### src/rtl/bram_stream_reader_pkg.sv
// Shared definitions for the block-RAM stream reader: FSM state encoding and a
// width-parameterised bit-reverse helper (also used by NTT address generators).
package bram_stream_reader_pkg;

  typedef logic [1:0] state_t;

  localparam state_t ST_IDLE  = 2'd0;
  localparam state_t ST_ISSUE = 2'd1;
  localparam state_t ST_DRAIN = 2'd2;
  localparam state_t ST_DONE  = 2'd3;

  localparam int unsigned BITREV_MAX_W = 32;
  localparam int unsigned BITREV_IDX_W = $clog2(BITREV_MAX_W);

  // Reverse the low w bits of v; bits at and above w come back as zero.
  function automatic logic [BITREV_MAX_W-1:0] bitrev(
    input logic [BITREV_MAX_W-1:0] v,
    input int unsigned             w
  );
    logic [BITREV_MAX_W-1:0] r;
    r = '0;
    for (int unsigned b = 0; b < BITREV_MAX_W; b++) begin
      if (b < w) begin
        r[BITREV_IDX_W'(b)] = v[BITREV_IDX_W'(w - 1 - b)];
      end
    end
    return r;
  endfunction

endpackage

### src/rtl/bram_stream_reader_skid.sv
// stream_skid_buf2: 2-entry registered FIFO carrying data+last, with the head
// entry driving the stream outputs directly from flops.
module stream_skid_buf2 #(
  parameter int unsigned DSIZE = 32
) (
  input  logic             clk,
  input  logic             rst_n,
  input  logic             push,
  input  logic [DSIZE-1:0] push_data,
  input  logic             push_last,
  input  logic             pop,
  output logic             valid,
  output logic [DSIZE-1:0] data,
  output logic             last,
  output logic [1:0]       occ
);

  logic [DSIZE-1:0] ent1_data;
  logic             ent1_last;

  // Head entry (data/last) is the output register; ent1 is the overflow slot.
  always_ff @(posedge clk or negedge rst_n) begin
    if (!rst_n) begin
      occ       <= 2'd0;
      data      <= '0;
      last      <= 1'b0;
      ent1_data <= '0;
      ent1_last <= 1'b0;
    end else begin
      unique case ({push, pop})
        2'b10: begin
          if (occ == 2'd0) begin
            data <= push_data;
            last <= push_last;
          end else begin
            ent1_data <= push_data;
            ent1_last <= push_last;
          end
          occ <= occ + 2'd1;
        end
        2'b01: begin
          data <= ent1_data;
          // Draining to empty must not leave a stale last flag behind.
          last <= (occ == 2'd2) ? ent1_last : 1'b0;
          occ  <= occ - 2'd1;
        end
        2'b11: begin
          if (occ == 2'd2) begin
            data      <= ent1_data;
            last      <= ent1_last;
            ent1_data <= push_data;
            ent1_last <= push_last;
          end else begin
            data <= push_data;
            last <= push_last;
          end
        end
        default: ;
      endcase
    end
  end

  assign valid = (occ != 2'd0);

endmodule

### src/rtl/bram_stream_reader.sv
// Read-side controller for a 1-cycle-latency block RAM: walks an address range
// and streams the words out with valid/ready/last. BRAM_READER_BITREV_EN
// selects bit-reversed offsets (NTT input order) instead of linear order.
module bram_stream_reader
  import bram_stream_reader_pkg::*;
#(
  parameter int unsigned DSIZE = 32,
  parameter int unsigned DEPTH = 10
) (
  input  logic             clk,
  input  logic             rst_n,
  input  logic             start,
  input  logic [DEPTH-1:0] base_addr,
  input  logic [DEPTH:0]   len,
  output logic             busy,
  output logic             done,
  output logic [DEPTH-1:0] raddr,
  input  logic [DSIZE-1:0] rdata,
  output logic             m_valid,
  input  logic             m_ready,
  output logic [DSIZE-1:0] m_data,
  output logic             m_last
);

  localparam int unsigned LW = DEPTH + 1;

  state_t           state;
  state_t           state_nxt;
  logic [DEPTH-1:0] base_q;
  logic [DEPTH-1:0] raddr_q;
  logic [DEPTH-1:0] offset;
  logic [LW-1:0]    len_q;
  logic [LW-1:0]    cnt;
  logic             inflight;
  logic             inflight_last;
  logic [1:0]       occ;
  logic             pop;
  logic             issue_ok;
  logic             issue_last;
  logic             issue;

  assign pop        = m_valid & m_ready;
  // Count buffered words plus the one arriving from the RAM, net of this pop.
  assign issue_ok   = ((3'(occ) + 3'(inflight)) - 3'(pop)) < 3'd2;
  assign issue_last = (cnt == (len_q - LW'(1)));

`ifdef BRAM_READER_BITREV_EN
  assign offset = DEPTH'(bitrev(BITREV_MAX_W'(cnt[DEPTH-1:0]), DEPTH));
`else
  assign offset = cnt[DEPTH-1:0];
`endif

  always_ff @(posedge clk or negedge rst_n) begin
    if (!rst_n) begin
      state <= ST_IDLE;
    end else begin
      state <= state_nxt;
    end
  end

  always_comb begin
    state_nxt = state;
    unique case (state)
      ST_IDLE: begin
        if (start) begin
          state_nxt = (len == '0) ? ST_DONE : ST_ISSUE;
        end
      end
      ST_ISSUE: begin
        if (issue && issue_last) begin
          state_nxt = ST_DRAIN;
        end
      end
      ST_DRAIN: begin
        if (!inflight && pop && m_last) begin
          state_nxt = ST_DONE;
        end
      end
      ST_DONE:  state_nxt = ST_IDLE;
      default:  state_nxt = ST_IDLE;
    endcase
  end

  // The RAM registers the address itself, so raddr is presented in the issue
  // cycle to meet the 3-cycle start-to-data latency; it holds otherwise.
  always_comb begin
    issue = 1'b0;
    raddr = raddr_q;
    if ((state == ST_ISSUE) && issue_ok) begin
      issue = 1'b1;
      raddr = base_q + offset;
    end
  end

  always_ff @(posedge clk or negedge rst_n) begin
    if (!rst_n) begin
      base_q        <= '0;
      len_q         <= '0;
      cnt           <= '0;
      raddr_q       <= '0;
      inflight      <= 1'b0;
      inflight_last <= 1'b0;
      busy          <= 1'b0;
      done          <= 1'b0;
    end else begin
      busy     <= (state_nxt == ST_ISSUE) || (state_nxt == ST_DRAIN);
      done     <= (state_nxt == ST_DONE);
      inflight <= issue;
      if (issue) begin
        raddr_q       <= raddr;
        inflight_last <= issue_last;
        cnt           <= cnt + LW'(1);
      end
      if ((state == ST_IDLE) && start) begin
        base_q <= base_addr;
        len_q  <= len;
        cnt    <= '0;
      end
    end
  end

  stream_skid_buf2 #(
    .DSIZE (DSIZE)
  ) u_skid (
    .clk       (clk),
    .rst_n     (rst_n),
    .push      (inflight),
    .push_data (rdata),
    .push_last (inflight_last),
    .pop       (pop),
    .valid     (m_valid),
    .data      (m_data),
    .last      (m_last),
    .occ       (occ)
  );

endmodule

### config.mk
export PLATFORM = sky130hd
export DESIGN_NAME = bram_stream_reader
export DESIGN_NICKNAME = d
export VERILOG_FILES = /design/src/rtl/bram_stream_reader_pkg.sv /design/src/rtl/bram_stream_reader_skid.sv /design/src/rtl/bram_stream_reader.sv
export SDC_FILE = /design/constraint.sdc
export NUM_CORES = 1
export LEC_CHECK = 0
export CORE_MARGIN = 10
export CORE_UTILIZATION = 40
export DETAILED_ROUTE_END_ITERATION = 10
export PLACE_DENSITY = 0.68
export SYNTH_ARGS = -nofsm -noshare
export SYNTH_HDL_FRONTEND = slang
export SYNTH_SLANG_ARGS = --single-unit
export TNS_END_PERCENT = 30
### constraint.sdc
create_clock -name clk -period 3.4 [get_ports clk]
set_input_delay 0.68 -clock clk [delete_from_list [all_inputs] [get_ports clk]]
set_output_delay 0.68 -clock clk [all_outputs]
set_load 0.01 [all_outputs]
==> metrics.cfg, run 1 <==
[global_routing]
grt_pass1_vias=4921
grt_max_degree=67
initial_antenna_violation_count=0
grt_first_pass_wirelength_um=25500
gr_ovfl_total=0
grtUsageTotal_pct=16.1

[synthesis]
post_synth.cell_area_avg_um2=10.8
synthDominantAreaCellType=dfrtp_1
synth_top_cells_by_area=dfrtp_1 52%, mux2_2 10%, o21ai_0 4.8%
dominantRegCellSynth=dfrtp_1
yosysUniqueCellTypes=51
synth_top_cell_area_share_pct=51.5
synth.cell_area_um2=5640
synth_edf_count=0
number_of_instances_in_the_synthesized_netlist=521
synthesis_warnings=0
async_reset_ff_share_pct=100
yosys_register_bits=116
syn_nets=596
yosysSeqAreaShare_pct=51.5

[power]
switching_share_pct=37.4
total_power_per_unit_cell_area_nw_per_um2=1120
power_frac_comb_pct=53.0
power_report.internal_total_w=0.00567
clk_pwr_share_pct=19.5
p_switching_w=0.00339
leakage_component_of_the_power_nw=3.54
sequentialPowerShare_pct=27.4
peakVddDrop_mv=0.514

[die]
die_height_um=139
floorplan.initialDensity_pct=40.8
placementRows=43
fp.dieArea_um2=19200
die_width_um=139
pin_count=103
core_area_um2=13800

[sta]
finalCriticalPeriod_ps=3620
clock_skew_ps=6.17
grt_setup_unrepaired=yes
number_of_max_slew_violations_in_the_final_report=0
final.setup.tns_ps=-1330
setup_violations=10
tightestPinTransition_ps=707
number_of_hold_slack_violations_in_the_final_timing_report=0
worst_slack_ps=-220
maxClockFrequency_mhz=276
final_min_period_over_clock_period_pct=106
slew_headroom_pct=52.8

[placed_design]
portBuffers=102
dp_hpwl_um=10200
dpl-instance-area_um2=7050
gp_congestion=0.856
dp_cells=804

[clocking]
cts_buffer_depth=2
clkSlewWorstSetupHoldPaths_ps=60
cts_buffers=17
cts_hold_repair.buffers=0
numClockSinks=116
cts_root_buffer=clkbuf_16
cts_tree=built
clock_latency_ps=410
ctsHtreeMaxLevel=4

[drt]
drc=0
drt-total-wl_um=15400
initialDrtViolationCount=291
firstDrtPassIters=4
post_drt_wl_per_cell_um=17.8
detail_route.vias_per_cell=5.30
drt.antenna.violating_nets=0
dr_total_vias=4577

[final_layout]
num-nets-final=746
fillerInstances=1148
drive_above_1_share_pct=27.8
area_growth_pct=43.9
postLayoutCellArea_um2=8110
antennaDiodeCount=0
layout.cells.non_filler=864

[worst_setup_path]
timing.critical_path.required_ps=2720
worst-path-max-fanout=7
timing_worst_setup_path_type=register to output pin
crit_arrival_ps=2940
critPathLaunchType=register
critPathCaptureType=output pin

[status]
status=finished with violations
violations=negative setup slack

[flow_run]
maxCapViolations=0

[worst_hold_path]
min-delay-path-class=input port to asynchronous set/reset pin

## cells by family after synthesis
| logic type | Yosys count | share of synthesized area [%] |
|---|---|---|
| buf+inv | 43 | 3.15 |
| fa+ha+maj | 18 | 4.26 |
| mux | 53 | 10.5 |
| flops | 116 | 51.5 |
| xor+xnor | 25 | 3.89 |
| simple gates | 131 | 11.5 |
| compound gates | 135 | 15.2 |
## placed cells by master (no fill, tap or decap), types with 5 or more instances in the layout
cell type,n
dfrtp_1,116
clkdlybuf4s50_1,89
nand2_1,52
mux2_2,51
o21ai_0,50
buf_4,48
a22oi_1,32
nor2_1,17
clkbuf_16,17
ha_1,15
xnor2_1,13
inv_1,12
a21oi_1,12
xor2_1,11
buf_2,9
nor3_1,8
nor2b_1,6
a21o_1,5
nand4_1,5
o21a_1,5
buf_12,5
## critical path: stages, from the launching register on
cell      delay, ps
dfrtp_1         380
nor2_2          160
inv_2            60
nand2_2          70
inv_2            50
ha_4            200
nand2b_4        140
fa_2            380
xnor2_2         150
nand3_2         160
buf_12          190
buf_6           120
nor2_1          150
mux2i_2         110
nand2_1          80
buf_2           130
## Yosys cell counts (all sizes together) (6+ instances only)
cell type,n
a21oi,14
a22oi,32
clkbuf,23
dfrtp,116
ha,16
inv,14
mux2,51
nand2,59
nor2,18
nor2b,6
nor3,9
o21ai,54
o31ai,6
xnor2,14
xor2,11
## area by class of cell
class | count | area (um^2) | share of cell area [%]
Tap cell | 180 | 225 | 2.78
Clock buffer | 18 | 439 | 5.42
Clock inverter | 14 | 151 | 1.87
Inverter | 15 | 61.3 | 0.756
Timing Repair Buffer | 159 | 1540 | 19.0
Multi-Input combinational cell | 362 | 2790 | 34.4
Sequential cell | 116 | 2900 | 35.8
## power by group through the flow
| stage | Sequential, W | Clock (W) | Combinational (W) |
|---|---|---|---|
| CTS | 0.00248 | 0.00180 | 0.00469 |
| detailed placement | 0.00247 | 0 | 0.00381 |
| global placement | 0.00244 | 0 | 0.00370 |
| global route | 0.00257 | 0.00188 | 0.00522 |
| finish | 0.00249 | 0.00177 | 0.00480 |
| floorplan | 0.00244 | 0 | 0.00214 |
## per-layer routing
metal	vias to the layer above	share of wire, %	GRT usage (%)
li1	2181	-	-
met3	11	6.3	6.27
met1	2282	43	18.7
met2	103	49	26.9
met5	-	0	0
met4	0	0.99	4.45
## flip-flops by register name (all words and copies together) (netlist names), 2 cells and up
| name | count |
|---|---|
| u_skid.data | 32 |
| state | 2 |
| raddr_q | 10 |
| base_q | 10 |
| cnt | 11 |
| u_skid.ent1_data | 32 |
| u_skid.occ | 2 |
| len_q | 11 |
## path summary, 6_finish.rpt
check                                                 from                         end  slack [ps]  cells after the start
worst max-delay path             u_skid.occ[1]$_DFFE_PN0P_                    raddr[9]        -220                     15
worst min-delay path                                 rst_n       base_q[5]$_DFFE_PN0P_         260                      1
min in group clk                u_skid.data[7]$_DFFE_PN0P_  u_skid.data[7]$_DFFE_PN0P_         480                      2
worst min register to register  u_skid.data[7]$_DFFE_PN0P_  u_skid.data[7]$_DFFE_PN0P_         480                      2
max in group asynchronous                            rst_n        len_q[8]$_DFFE_PN0P_        2430                      2
worst max register to register   u_skid.occ[1]$_DFFE_PN0P_      raddr_q[9]$_DFFE_PN0N_         130                     21
## per-stage QoR
step	hold slack [ps]	util (%)	worst slack [ps]	total power (W)
detailed placement	459	51.0	-818	0.00629
CTS	274	58.2	-191	0.00898
global route	304	58.6	-411	0.00968
floorplan	384	-	21.8	0.00458
global placement	460	51.0	-753	0.00614
finish	262	58.6	-220	0.00906
## repair_timing
| item | 4_1_cts | 5_1_grt |
|---|---|---|
| pin swaps | 17 | 8 |
| endpoints found under the setup margin | 12 | 12 |
| setup buffers | 21 | 3 |
| gates cloned | 4 | 0 |
| gates resized for setup | 94 | 6 |
No activity file was read; power rests on OpenSTA's default activity.
==> run 2: changes to the inputs <==
--- a/config.mk
+++ b/config.mk
@@ -8,7 +8,7 @@
 export CORE_MARGIN = 10
 export CORE_UTILIZATION = 40
 export DETAILED_ROUTE_END_ITERATION = 10
-export PLACE_DENSITY = 0.68
+export PLACE_DENSITY_LB_ADDON = 0.25
 export SYNTH_ARGS = -nofsm -noshare
 export SYNTH_HDL_FRONTEND = slang
 export SYNTH_SLANG_ARGS = --single-unit
==> run 2 against run 1 <==
Power up 1.0%. Register-to-register slack worse by 90 ps. Fmax up 1.6%. Critical endpoint is now m_valid. Clock skew up 1.2 ps. First-iteration DRC count down 32%. Sequential cell count unchanged. Non-clock buffer count down 9. The flow still finishes with violations (negative setup slack). Sequential share of layout area down 0.055 points. Routed wire length down 4.0%. Hold slack worse by 130 ps. Utilization up 0.091 points. Critical path depth up 3.
==> metrics.cfg, run 2 (same netlist as run 1, synthesis figures left out) <==
[global_routing]
grt_first_pass_wirelength_um=24500
gr_ovfl_total=0
grtUsageTotal_pct=15.3
initial_antenna_violation_count=0
grt_max_degree=67
grt_pass1_vias=4888

[worst_setup_path]
critical-path-top-cell-by-count=buf_4
timing.critical_path.required_ps=2720
critical-path-top-delay-family=buffers and inverters
timing.reg2reg.worst_path_depth=16
cp_cell_sequence=nor2_2 -> inv_2 -> buf_4 -> buf_4 -> buf_4 -> buf_4 -> buf_4 -> buf_4 -> buf_4 -> buf_4 -> buf_4 -> buf_4 -> buf_4 -> buf_4 -> buf_4 -> buf_4 -> buf_4 -> buf_6
crit_arrival_ps=2880
timing.reg2reg.setup_slack_ps=40
path_depth=18
slowest_delay_ps=380
critPathCaptureType=output pin
worst-path-max-fanout=2
cp.buffers_inverters=17
critPathSlowestCell=dfrtp_1
critPathLaunchType=register
timing_worst_setup_path_type=register to output pin

[power]
total_power_per_unit_cell_area_nw_per_um2=1130
leakage_component_of_the_power_nw=3.53
total_design_power_w=0.00915
peakVddDrop_mv=0.522

[clocking]
clock_latency_ps=420
cts_root_buffer=clkbuf_16
clkSlewWorstSetupHoldPaths_ps=50
cts_tree=built
numClockSinks=116
cts_hold_repair.buffers=0
cts_buffer_depth=2
ctsHtreeMaxLevel=4
cts_buffers=17

[final_layout]
antennaDiodeCount=0
fillerInstances=1141
most-common-layout-cells=116 x dfrtp_1, 89 x clkdlybuf4s50_1, 51 x mux2_2
reg_top3=u_skid.data x32, u_skid.ent1_data x32
utilization_pct=58.7
drive_above_1_share_pct=27.4
postLayoutCellArea_um2=8120
most_frequent_standard_cell_in_the_layout_excluding_fill_and_tap_cells=dfrtp_1
num-nets-final=737
area_growth_pct=44.1

[die]
die_height_um=139
fp.dieArea_um2=19200
core_area_um2=13800
floorplan.initialDensity_pct=40.8
placementRows=43
die_width_um=139
pin_count=103

[drt]
drt.antenna.violating_nets=0
firstDrtPassIters=5
detail_route.vias_per_cell=5.32
drt-total-wl_um=14800
drc=0
initialDrtViolationCount=197
post_drt_wl_per_cell_um=17.3
dr_total_vias=4552

[worst_hold_path]
min-delay-path-class=input port to asynchronous set/reset pin

[sta]
number_of_hold_slack_violations_in_the_final_timing_report=0
clock_skew_ps=7.38
number_of_max_slew_violations_in_the_final_report=0
grt_setup_unrepaired=yes
final_min_period_over_clock_period_pct=105
slew_headroom_pct=54.4
setup_violations=11
worst_slack_ps=-162
maxClockFrequency_mhz=281
finalCriticalPeriod_ps=3560
hold_slack_ps=137
tightestPinTransition_ps=683

[placed_design]
dp_hpwl_um=9900
dpl-instance-area_um2=7050
portBuffers=102
gp_congestion=0.879

[flow_run]
maxCapViolations=0

[status]
violations=negative setup slack
status=finished with violations

run 2: metal layers:
metal  track usage [%]  vias up  wire length [um]
li1                  -     2165                 -
met1              17.7     2255              6170
met2              24.9      109              7320
met3              6.37       23              1070
met4              5.38        0               208
met5                 0        -                 0
run 2: through the flow:
step	worst slack, ps	TNS [ps]	cells
floorplan	21.8	0	521
global placement	-761	-9150	804
CTS	-246	-2610	853
detailed placement	-826	-9920	804
finish	-162	-1510	855
global route	-275	-3050	855
run 2: report_power, final:
| group | switching (W) | internal, W | leakage [nW] |
|---|---|---|---|
| registers | 0.000455 | 0.00202 | 1.43 |
| clock network | 0.000662 | 0.00133 | 0.314 |
| logic | 0.00222 | 0.00246 | 1.79 |
| total | 0.00334 | 0.00581 | 3.53 |
run 2: path summary, 6_finish.rpt:
check | from | to
min in group clk | u_skid.data[16]$_DFFE_PN0P_ | u_skid.data[16]$_DFFE_PN0P_
worst min-delay path | rst_n | base_q[6]$_DFFE_PN0P_
worst max register to register | u_skid.occ[1]$_DFFE_PN0P_ | busy$_DFF_PN0_
worst min register to register | u_skid.data[16]$_DFFE_PN0P_ | u_skid.data[16]$_DFFE_PN0P_
max in group asynchronous | rst_n | u_skid.data[30]$_DFFE_PN0P_
worst max-delay path | u_skid.occ[1]$_DFFE_PN0P_ | m_valid
run 2: repair_timing:
| action | CTS | global route |
|---|---|---|
| endpoints found under the setup margin | 13 | 16 |
| pin swaps | 13 | 12 |
| cloned | 3 | 0 |
| buffers inserted | 14 | 2 |
| resized for setup | 101 | 12 |
run 2: worst register-to-register path: cells and delay by family (launching register included):
| kind | cells | cell delay, ps |
|---|---|---|
| DFF | 1 | 380 |
| adders and majority gates | 3 | 800 |
| and+or+nand+nor | 7 | 1280 |
| buffers and inverters | 4 | 410 |
| xor gates and xnor gates | 1 | 180 |
| AOI/OAI and AO/OA | 1 | 200 |
run 2: layout make-up:
type / instances / area (um^2) / area share [%]
sequential: 116 / 2900 / 35.7
multi-input combinational: 362 / 2810 / 34.6
timing repair buffer: 150 / 1460 / 18.0
clock buffer: 18 / 439 / 5.41
tap: 180 / 225 / 2.77
clock inverter: 14 / 221 / 2.73
inverter: 15 / 58.8 / 0.724
==> run 3: changes to the inputs <==
--- a/config.mk
+++ b/config.mk
@@ -7,8 +7,10 @@
 export LEC_CHECK = 0
 export CORE_MARGIN = 10
 export CORE_UTILIZATION = 40
+export CTS_CLUSTER_SIZE = 16
 export DETAILED_ROUTE_END_ITERATION = 10
 export PLACE_DENSITY_LB_ADDON = 0.25
+export SKIP_LAST_GASP = 1
 export SYNTH_ARGS = -nofsm -noshare
 export SYNTH_HDL_FRONTEND = slang
 export SYNTH_SLANG_ARGS = --single-unit
==> run 3 against run 2 <==
The run still ends with negative setup slack left. Via count is 0.29% lower. First-iteration DRC count down 14%. Critical path depth shrank 1. Final area is 0.37% lower. Combinational power decreased by 1%. Fmax rose by 0.61%. Sequential share of layout area rose by 0.13 points. Sequential cell count is the same. Worst setup slack gained 22 ps. Final cell count shrank 0.12%. Non-clock buffer count is 1 lower. Register-to-register slack got worse by 90 ps.
==> metrics.cfg, run 3 (same netlist as run 1, synthesis figures left out) <==
[status]
status=finished with violations
violations=negative setup slack

[worst_hold_path]
min-delay-path-class=input port to asynchronous set/reset pin

[drt]
drt.antenna.violating_nets=0
routedLengthMet1_um=6180
drc=0
detailroute.wirelength.met2_um=7280
drt-total-wl_um=14700
maxUsedRoutingLayer=met4
route.met3.wl_um=1070
dr_total_vias=4539
initialDrtViolationCount=169
detail_route.vias_per_cell=5.31
firstDrtPassIters=4
post_drt_wl_per_cell_um=17.2

[clocking]
clock_latency_ps=420
cts_root_buffer=clkbuf_16
cts_tree=built
cts_hold_repair.buffers=0
cts_buffers=17
ctsHtreeMaxLevel=4
cts_buffer_depth=2
numClockSinks=116
clkSlewWorstSetupHoldPaths_ps=50

[worst_setup_path]
critPathLaunchType=register
critPathCaptureType=output pin
timing.critical_path.required_ps=2720
critical-path-top-delay-family=buffers and inverters
critical-path-top-cell-by-count=buf_4
timing.reg2reg.worst_path_depth=16
path_depth=17
slowest_delay_ps=380
timing_worst_setup_path_type=register to output pin
cp.buffers_inverters=16
crit_arrival_ps=2860
worst_r2r_startpoint=u_skid.occ[1]$_DFFE_PN0P_
critPathSlowestCell=dfrtp_1
cp_startpoint=u_skid.occ[1]$_DFFE_PN0P_
timing.reg2reg.setup_slack_ps=-50
setup.worst_path.end=m_valid
worst_r2r_endpoint=busy$_DFF_PN0_
cp_cell_sequence=nor2_2 -> inv_2 -> buf_4 -> buf_4 -> buf_4 -> buf_4 -> buf_4 -> buf_4 -> buf_4 -> buf_4 -> buf_4 -> buf_4 -> buf_4 -> buf_4 -> buf_4 -> buf_4 -> clkdlybuf4s15_1
worst-path-max-fanout=2

[global_routing]
grt_first_pass_wirelength_um=24400
grt_pass1_vias=4891
gr_ovfl_total=0
grtUsageTotal_pct=15.3
grt_max_degree=67
initial_antenna_violation_count=0

[final_layout]
drive_above_1_share_pct=26.7
area_growth_pct=43.6
utilization_pct=58.5
antennaDiodeCount=0
num-nets-final=736
most_frequent_standard_cell_in_the_layout_excluding_fill_and_tap_cells=dfrtp_1
most-common-layout-cells=116 x dfrtp_1, 89 x clkdlybuf4s50_1, 52 x nand2_1
reg_top3=u_skid.data x32, u_skid.ent1_data x32

[die]
core_area_um2=13800
floorplan.initialDensity_pct=40.8
pin_count=103
die_width_um=139
placementRows=43
die_height_um=139
fp.dieArea_um2=19200

[flow_run]
maxCapViolations=0

[sta]
finalCriticalPeriod_ps=3540
worst_slack_ps=-140
maxClockFrequency_mhz=282
hold_slack_ps=137
clock_skew_ps=7.31
number_of_hold_slack_violations_in_the_final_timing_report=0
final_min_period_over_clock_period_pct=104
slew_headroom_pct=54.0
number_of_max_slew_violations_in_the_final_report=0
setup_violations=12
grt_setup_unrepaired=yes
tightestPinTransition_ps=689

[power]
sequentialPowerShare_pct=27.3
switching_share_pct=36.3
power_report.internal_total_w=0.00578
peakVddDrop_mv=0.522
total_power_per_unit_cell_area_nw_per_um2=1120
p_switching_w=0.00329
clk_pwr_share_pct=21.9
leakage_component_of_the_power_nw=3.52
power_frac_comb_pct=50.8

[placed_design]
gp_congestion=0.879
dp_hpwl_um=9900
portBuffers=102

## run 3: how the worst min path moves through the flow
stage / startpoint / endpoint / slack [ps]
4_1_cts: rst_n / base_q[8]$_DFFE_PN0P_ / 130
3_3_place_gp: raddr_q[1]$_DFFE_PN0N_ / raddr_q[1]$_DFFE_PN0N_ / 460
6_report: rst_n / base_q[6]$_DFFE_PN0P_ / 140
5_1_grt: rst_n / base_q[5]$_DFFE_PN0P_ / 140
3_5_place_dp: raddr_q[5]$_DFFE_PN0N_ / raddr_q[5]$_DFFE_PN0N_ / 460
2_1_floorplan: rst_n / base_q[0]$_DFFE_PN0P_ / 380
## run 3: final cells by class
| type | instances | area, um^2 |
|---|---|---|
| Multi-Input combinational cell | 362 | 2790 |
| Tap cell | 180 | 225 |
| Clock buffer | 18 | 439 |
| Clock inverter | 14 | 221 |
| Inverter | 15 | 58.8 |
| Fill cell | 1141 | 5740 |
| Sequential cell | 116 | 2900 |
| Timing Repair Buffer | 149 | 1460 |
## run 3: layer usage
layer	vias to the layer above	GRT usage (%)
li1	2158	-
met1	2250	17.6
met2	112	25.0
met3	19	6.34
met4	0	5.16
met5	-	0
## run 3: worst register-to-register path: stages, from the launching register on
cell and delay, ps:
dfrtp_1 380, nor2_2 150, inv_2 60, nand2_2 80, inv_2 50, ha_4 200, nand2b_4 140, fa_2 370
xnor2_2 180, nand3_4 130, buf_6 160, buf_4 130, nor4_1 280, o2111ai_1 200, nor4_2 410, nand2b_1 190
ha_1 230
## run 3: power groups by stage
stage / Sequential [W] / Combinational (W) / Clock (W)
final: 0.00247 / 0.00461 / 0.00199
after global routing: 0.00256 / 0.00504 / 0.00209
after CTS: 0.00247 / 0.00453 / 0.00203
after detailed placement: 0.00247 / 0.00382 / 0
after global placement: 0.00245 / 0.00372 / 0
after floorplan: 0.00244 / 0.00214 / 0
## run 3: what timing repair did
item / in CTS / in global routing
cloned: 3 / 0
pin swaps: 12 / 9
gates resized for setup: 95 / 11
endpoints found under the setup margin: 13 / 16
setup buffers: 14 / 1
## run 3: through the flow
step	cell area, um^2	instances	setup WS, ps	total power, W	TNS (ps)
floorplan	5640	521	21.8	0.00458	0
global placement	7050	804	-761	0.00616	-9150
detailed placement	7050	804	-826	0.00628	-9920
CTS	8040	853	-246	0.00903	-2920
global route	8090	854	-277	0.00969	-3470
finish	8090	854	-140	0.00908	-1500
